[src/rtl/prio_enc_pkg.sv]
// Shared types and helpers for the registered round-robin priority encoder.
package prio_enc_pkg;

  typedef enum logic {PE_FIXED = 1'b0, PE_RR = 1'b1} pe_mode_t;

  // Index of the highest set bit, or -1 when the vector is all-zero.
  function automatic int msb_index(input logic [31:0] vec);
    int idx;
    idx = -1;
    for (int i = 0; i < 32; i++) begin
      if (vec[i]) idx = i;
    end
    return idx;
  endfunction

endpackage

[src/rtl/prio_find.sv]
// Combinational MSB-first search: index of the highest set bit and a found flag.
module prio_find #(
  parameter int WIDTH = 8,
  parameter int IDX_W = $clog2(WIDTH)
) (
  input  logic [WIDTH-1:0] vec,
  output logic [IDX_W-1:0] idx,
  output logic             found
);

  // Ascending scan: the last hit overwrites earlier ones, so the MSB wins.
  always_comb begin
    idx   = '0;
    found = 1'b0;
    for (int i = 0; i < WIDTH; i++) begin
      if (vec[i]) begin
        idx   = IDX_W'(i);
        found = 1'b1;
      end
    end
  end

endmodule

[src/rtl/prio_encoder_rr.sv]
// Registered priority encoder with fixed or round-robin arbitration per transaction
// and a valid/ready handshake on both sides.
module prio_encoder_rr
  import prio_enc_pkg::*;
#(
  parameter int WIDTH = 8,
  parameter int IDX_W = $clog2(WIDTH)
) (
  input  logic             clk,
  input  logic             rst,
  input  logic             in_valid,
  output logic             in_ready,
  input  logic [WIDTH-1:0] in_vec,
  input  logic             in_mode,
  output logic             out_valid,
  input  logic             out_ready,
  output logic [IDX_W-1:0] out_idx,
  output logic [WIDTH-1:0] out_onehot,
  output logic             out_none
);

  logic             out_valid_q, out_valid_d;
  logic [IDX_W-1:0] out_idx_q, out_idx_d;
  logic [WIDTH-1:0] out_onehot_q, out_onehot_d;
  logic             out_none_q, out_none_d;
  logic [IDX_W:0]   ptr_q, ptr_d;

  logic [WIDTH-1:0] rr_mask;
  logic [WIDTH-1:0] masked_vec;
  logic [IDX_W-1:0] masked_idx, full_idx, win_idx;
  logic             masked_found, full_found;
  logic             accept;
  logic             mode_rr;

  // ptr==WIDTH keeps every bit; ptr==0 keeps none, forcing the MSB fallback.
  always_comb begin
    rr_mask = '0;
    for (int i = 0; i < WIDTH; i++) begin
      rr_mask[i] = ((IDX_W+1)'(i) < ptr_q);
    end
  end

  assign masked_vec = in_vec & rr_mask;
  assign mode_rr    = (pe_mode_t'(in_mode) == PE_RR);

  prio_find #(.WIDTH(WIDTH), .IDX_W(IDX_W)) u_find_masked (
    .vec   (masked_vec),
    .idx   (masked_idx),
    .found (masked_found)
  );

  prio_find #(.WIDTH(WIDTH), .IDX_W(IDX_W)) u_find_full (
    .vec   (in_vec),
    .idx   (full_idx),
    .found (full_found)
  );

  assign win_idx  = (mode_rr && masked_found) ? masked_idx : full_idx;
  assign in_ready = !out_valid_q || out_ready;
  assign accept   = in_valid && in_ready;

  always_comb begin
    out_valid_d  = out_valid_q;
    out_idx_d    = out_idx_q;
    out_onehot_d = out_onehot_q;
    out_none_d   = out_none_q;
    ptr_d        = ptr_q;
    if (accept) begin
      out_valid_d  = 1'b1;
      out_none_d   = !full_found;
      out_idx_d    = full_found ? win_idx : '0;
      out_onehot_d = full_found ? (WIDTH'(1) << win_idx) : '0;
      if (mode_rr && full_found) ptr_d = {1'b0, win_idx};
    end else if (out_ready) begin
      out_valid_d = 1'b0;
    end
  end

  // Result/pointer stage
  always_ff @(posedge clk or posedge rst) begin
    if (rst) begin
      out_valid_q  <= 1'b0;
      out_idx_q    <= '0;
      out_onehot_q <= '0;
      out_none_q   <= 1'b0;
      ptr_q        <= (IDX_W+1)'(WIDTH);
    end else begin
      out_valid_q  <= out_valid_d;
      out_idx_q    <= out_idx_d;
      out_onehot_q <= out_onehot_d;
      out_none_q   <= out_none_d;
      ptr_q        <= ptr_d;
    end
  end

  assign out_valid  = out_valid_q;
  assign out_idx    = out_idx_q;
  assign out_onehot = out_onehot_q;
  assign out_none   = out_none_q;

endmodule

[config.mk]
export PLATFORM = sky130hd
export DESIGN_NAME = prio_encoder_rr
export DESIGN_NICKNAME = d
export VERILOG_FILES = /design/src/rtl/prio_enc_pkg.sv /design/src/rtl/prio_find.sv /design/src/rtl/prio_encoder_rr.sv
export SDC_FILE = /design/constraint.sdc
export NUM_CORES = 1
export LEC_CHECK = 0
export CORE_MARGIN = 2
export CORE_UTILIZATION = 51
export CTS_CLUSTER_SIZE = 10
export DETAILED_ROUTE_END_ITERATION = 8
export GPL_ROUTABILITY_DRIVEN = 0
export GPL_TIMING_DRIVEN = 0
export PLACE_DENSITY = 0.82
export SLEW_MARGIN = 5
export SYNTH_ARGS = -nofsm -noshare
export SYNTH_HDL_FRONTEND = slang
export SYNTH_HIERARCHICAL = 1
export SYNTH_SLANG_ARGS = --single-unit
[constraint.sdc]
create_clock -name clk -period 4.86 [get_ports clk]
set_clock_uncertainty 0.2 [all_clocks]
set_input_delay 0.972 -clock clk [delete_from_list [all_inputs] [get_ports clk]]
set_output_delay 0.972 -clock clk [all_outputs]
set_load 0.01 [all_outputs]
[Word-level counts from Yosys, hierarchy flattened]
Cells that the tools add are included.
Storage, ports and cells
  output and inout port bits: 14
  bits in registers: 17
  input bits: 13
  logic and storage cells: 58
Cells by class
  mux-type cells: 35
  shifts and indexed selects: 1
  bitwise operators: 1
  magnitude comparators: 8
  reductions and logical operators: 8
Operators with widths (count)
  3-bit two-way mux: 10
  1-bit two-way mux: 20
  3-bit by 4-bit < comparator with 1-bit output (first input constant): 4
  8-bit bitwise AND: 1
  1-bit by 4-bit < comparator with 1-bit output (first input constant): 2
  2-bit by 4-bit < comparator with 1-bit output (first input constant): 2
  2-bit two-way mux: 4
  8-bit two-way mux: 1
  1-bit by 3-bit << shifter with 8-bit output (first input constant): 1
  1-bit logical AND: 3
  1-bit zero test: 2
  2-bit AND reduction: 1
  2-bit nonzero test: 1
  1-bit logical OR: 1

[Depth between registers and ports, before layout]
  depth after elaboration: 14
  gate-level depth with buffers: 8
  mapped depth without buffers: 8

[Modules after synthesis]
Netlist, hierarchy kept.
By module, submodules not included
  prio_encoder_rr: times used 1, area an instance 908.4 um^2, cells each 90, sequential area each 426.7 um^2
  prio_find: times used 2, area an instance 57.6 um^2, cells each 12, sequential area each 0.0 um^2

[Least setup slack after synthesis]
OpenSTA, ideal clock, no wires.
  path type: input -> register
  start point: input port in_vec[6]
  end point: register out_onehot_q[1] (netlist: out_onehot[1])
  stages: 7
  arrival time: 2.242 ns
  path buffers: 1
  data required time: 4.564 ns
  slack: 2.323 ns
  setup time: 0.096 ns
  cells stage by stage: nor2b_1 -> nor2_1 -> nand4_1 -> buf_6 -> and3_4 -> or3_4 -> o31ai_1
Between the ends
  cells in the longest elaborated chain, start to end: 7
  elaborated cells between the ends (all ways): 13
  classes of those cells: shift: 1; mux: 10; bitwise: 1; reduce/logical: 1
RTL lines
  from (decl): RTL line prio_encoder_rr.sv:13  | input logic [WIDTH-1:0] in_vec,
  8-bit bitwise AND: RTL line prio_encoder_rr.sv:43  | assign masked_vec = in_vec & rr_mask;
  1-bit two-way mux (2 in series): RTL line prio_find.sv:16  | if (vec[i]) begin
  net masked_found: RTL line prio_encoder_rr.sv:31  | logic masked_found, full_found;
  1-bit logical AND: RTL line prio_encoder_rr.sv:58  | assign win_idx = (mode_rr && masked_found) ? masked_idx : full_idx;
  3-bit two-way mux: RTL line prio_encoder_rr.sv:58
  1-bit by 3-bit << shifter with 8-bit output: RTL line prio_encoder_rr.sv:72  | out_onehot_d = full_found ? (WIDTH'(1) << win_idx) : '0;
  8-bit two-way mux: RTL line prio_encoder_rr.sv:72
  to (signal assigned): RTL line prio_encoder_rr.sv:90  | out_onehot_q <= out_onehot_d;
  to (decl): RTL line prio_encoder_rr.sv:24  | logic [WIDTH-1:0] out_onehot_q, out_onehot_d;
The timed path passes the listed nets, and every way through them passes these cells.
A chain may end at the register's enable or synchronous reset.

[Worst setup path after layout]
  start point: input port out_ready
  end point: output port in_ready
Between the ends
  cells in the longest elaborated chain, start to end: 1
RTL lines
  from (decl): RTL line prio_encoder_rr.sv:16  | input logic out_ready,
  1-bit logical OR: RTL line prio_encoder_rr.sv:59  | assign in_ready = !out_valid_q || out_ready;
  to (decl): RTL line prio_encoder_rr.sv:12  | output logic in_ready,
No other way between the ends.

==> flow_metrics.py <==
metrics = {
    "logic_synthesis": {
        "synth_top_cells_by_count": "16 x dfrtp_1, 12 x o21ai_0, 11 x o31ai_1",
        "syn_area_um2": 1020,
        "synth_largest_area_cell": "dfrtp_1",
        "syn_inst": 114,
        "most_repeated_cell_in_the_gate_level_netlist_after_synthesis": "dfrtp_1",
        "synth_seq_area_share_pct": 41.7,
        "syn_area_per_cell_um2": 8.98,
        "synth-edff-count": 0,
        "ys_seq_elements": 17,
        "yosys.area.top_type_share_pct": 39.1,
        "synthFlopType": "dfrtp_1",
        "postSynth.asyncResetShare_pct": 100,
        "yosysWarnings": 6,
        "net_count_after_synthesis": 127,
        "netlist-cell-type-count": 36,
        "yosys-top-cells-area": "dfrtp_1 39%, o31ai_1 8.1%, o21ai_0 5.9%, nor2_1 3.3%, inv_1 2.9%",
    },
    "job": {
        "maxCapViolCount": 0,
    },
    "pwr": {
        "vdd.ir_drop.worst_mv": 0.259,
        "total_switching_power_w": 0.000179,
        "switching_share_pct": 35.9,
        "power-per-cell-area_nw_per_um2": 370,
        "static-leakage-power_nw": 0.560,
        "power.share.combinational_pct": 45.2,
        "clock_power_share_pct": 14.9,
        "seq_pwr_share_pct": 39.8,
        "internal-power_w": 0.000319,
    },
    "run_status": {
        "result_of_the_run": "complete, no violations",
    },
    "timing": {
        "timing.max_slew.rel_slack_pct": 58.1,
        "final.period_utilization_pct": 69.0,
        "final-hold-violation-count": 0,
        "setup_violations": 0,
        "slew_violations": 0,
        "finalCriticalPeriod_ns": 3.36,
        "worst_pin_slew_ns": 0.628,
        "fin_ws_ns": 1.50,
        "finalHoldWorstSlack_ns": 0.298,
        "totalNegativeSetupSlack_ns": 0,
        "fmax_mhz": 298,
        "rsz_0062_raised_after_global_routing": "false",
    },
    "setup_path": {
        "setup_crit_end_kind": "output port",
        "worstPathRequired_ns": 3.69,
        "timing.critical_path.from_type": "primary input",
        "worstPathMaxFanout": 5,
        "rr_worst_depth": 7,
        "worst_r2r_startpoint": "ptr_q[3]",
        "worst-setup-path-type": "primary input to output port",
        "reg2reg_to": "out_onehot[6]",
        "critPathArrivalTime_ns": 2.18,
        "ff2ff_setup_slack_ns": 2.45,
    },
    "layout": {
        "area_growth_pct": 31.3,
        "layout-drive-gt1-share_pct": 8.33,
        "final_net_count": 158,
        "diodes": 0,
        "nFillCells": 167,
    },
    "detailed_routing": {
        "dr_total_vias": 963,
        "wl_per_cell_um": 13.4,
        "wirelength_um": 2290,
        "detailedRoute.firstIterationViolations": 18,
        "wl_met1_um": 950,
        "route.met3.wl_um": 96,
        "drtAntennaViolNets": 0,
        "met2_length_um": 1200,
        "routed_via_density": 5.63,
        "topRoutingLayerUsed": "met4",
        "remaining_drc_errors": 0,
        "first_pass_iters": 4,
    },
    "grt": {
        "grt_antenna_before_repair": 0,
        "grt_start_max_net_pins": 18,
        "globalRouteOverflowTotal": 0,
        "grt_first_pass_wirelength_um": 3840,
        "first_global_vias": 890,
        "grt_util_all_layers_pct": 20.7,
    },
    "floorplan": {
        "die_area_um2": 2380,
        "io-pin-count": 27,
        "core_um2": 1920,
        "floorplan.initialDensity_pct": 53.3,
        "die-height_um": 48.8,
        "fp.dieW_um": 48.8,
        "number_of_rows_created_at_floorplan": 16,
    },
    "hold_path": {
        "hold_path_depth": 1,
        "min_to": "out_onehot[4]",
        "hold_path_startpoint": "out_onehot[4]",
        "hold_class": "register to register",
    },
    "placement": {
        "placement.setup.worst_slack_ns": 1.50,
        "hpwlAfterDp_um": 1870,
        "count_of_input_and_output_buffers": 26,
    },
    "clock_network": {
        "cts_max_path_buffers": 2,
        "tritoncts_clock_tree": "built",
        "cts_repair_resize_count": 0,
        "hold_buffers": 0,
        "cts_root_buffer": "clkbuf_4",
        "worst_skew_pair.late_latency_ns": 0.28,
        "postCtsSetupBuffers": 0,
        "cts_htree_levels": 1,
        "worst_setup_hold_path_clk_slew_ns": 0.10,
        "numCtsBuffers": 3,
        "clock_sinks": 17,
    },
}
[worst max-delay path: stages]
cell and delay [ns]:
clkdlybuf4s50_1 0.45, nor2b_1 0.06, inv_1 0.14, clkdlybuf4s50_1 0.56
[per-layer routing]
metal	GRT usage, %	vias up
li1	-	482
met1	23.1	443
met2	40.2	33
met3	1.23	5
met4	9.05	0
met5	0	-
[kinds of logic after synthesis]
logic type / after synthesis / share of synthesized area, %
buf+inv: 15 / 6.60
simple gates: 34 / 19.2
flops: 17 / 41.7
compound gates: 44 / 28.4
mux: 4 / 4.16
[final cells by class]
cell class	count	area [um^2]	share of cell area, %
buffer	5	30.0	2.23
clock buffer	4	26.3	1.96
inverter	10	37.5	2.79
multi-input combinational	82	529	39.4
sequential	17	427	31.8
tap	27	33.8	2.51
timing repair buffer	26	260	19.4
[per-stage QoR]
stage	std cells	power (W)	area [um^2]	util [%]
after floorplan	114	0.000336	1020	-
after global placement	167	0.000419	1320	68.6
after detailed placement	167	0.000426	1320	68.6
after CTS	171	0.000498	1340	69.9
after global routing	171	0.000532	1340	69.9
final	171	0.000498	1340	69.9
[how the worst max path moves through the flow]
stage / startpoint / to / slack [ns]
detailed placement: out_ready / in_ready / 1.50
floorplan: in_vec[6] / out_onehot[1] / 2.32
global placement: out_ready / in_ready / 1.54
CTS: out_ready / in_ready / 1.50
global route: out_ready / in_ready / 1.46
finish: out_ready / in_ready / 1.50
[placed cells by master (no fill, tap or decap), drive strengths merged, types with 2 or more instances in the layout]
cell / netlist / layout
a21boi: 3 / 3
a21oi: 5 / 5
a31oi: 3 / 3
and2: 3 / 3
buf: 2 / 2
clkbuf: 3 / 7
clkdlybuf4s50: 0 / 26
clkinv: 2 / 2
dfrtp: 16 / 16
inv: 8 / 8
mux2: 2 / 2
mux2i: 2 / 2
nand2: 6 / 6
nand4: 3 / 3
nor2: 9 / 9
nor2b: 4 / 4
o21a: 2 / 2
o21ai: 13 / 13
o2bb2ai: 2 / 2
o31ai: 11 / 11
[sequential cells by signal, indices dropped and copies added (netlist names)]
name,cells
out_valid,1
out_none,1
out_onehot,8
ptr_q,4
out_idx,3
[power groups by stage]
stage / combinational (W) / clock [W] / sequential, W
6_report: 0.000225 / 0.0000743 / 0.000198
5_1_grt: 0.000247 / 0.0000811 / 0.000204
4_1_cts: 0.000226 / 0.0000740 / 0.000198
3_5_place_dp: 0.000225 / 0 / 0.000201
3_3_place_gp: 0.000220 / 0 / 0.000198
2_1_floorplan: 0.000129 / 0 / 0.000207
Note: power is estimated with default switching activity, not from simulation.
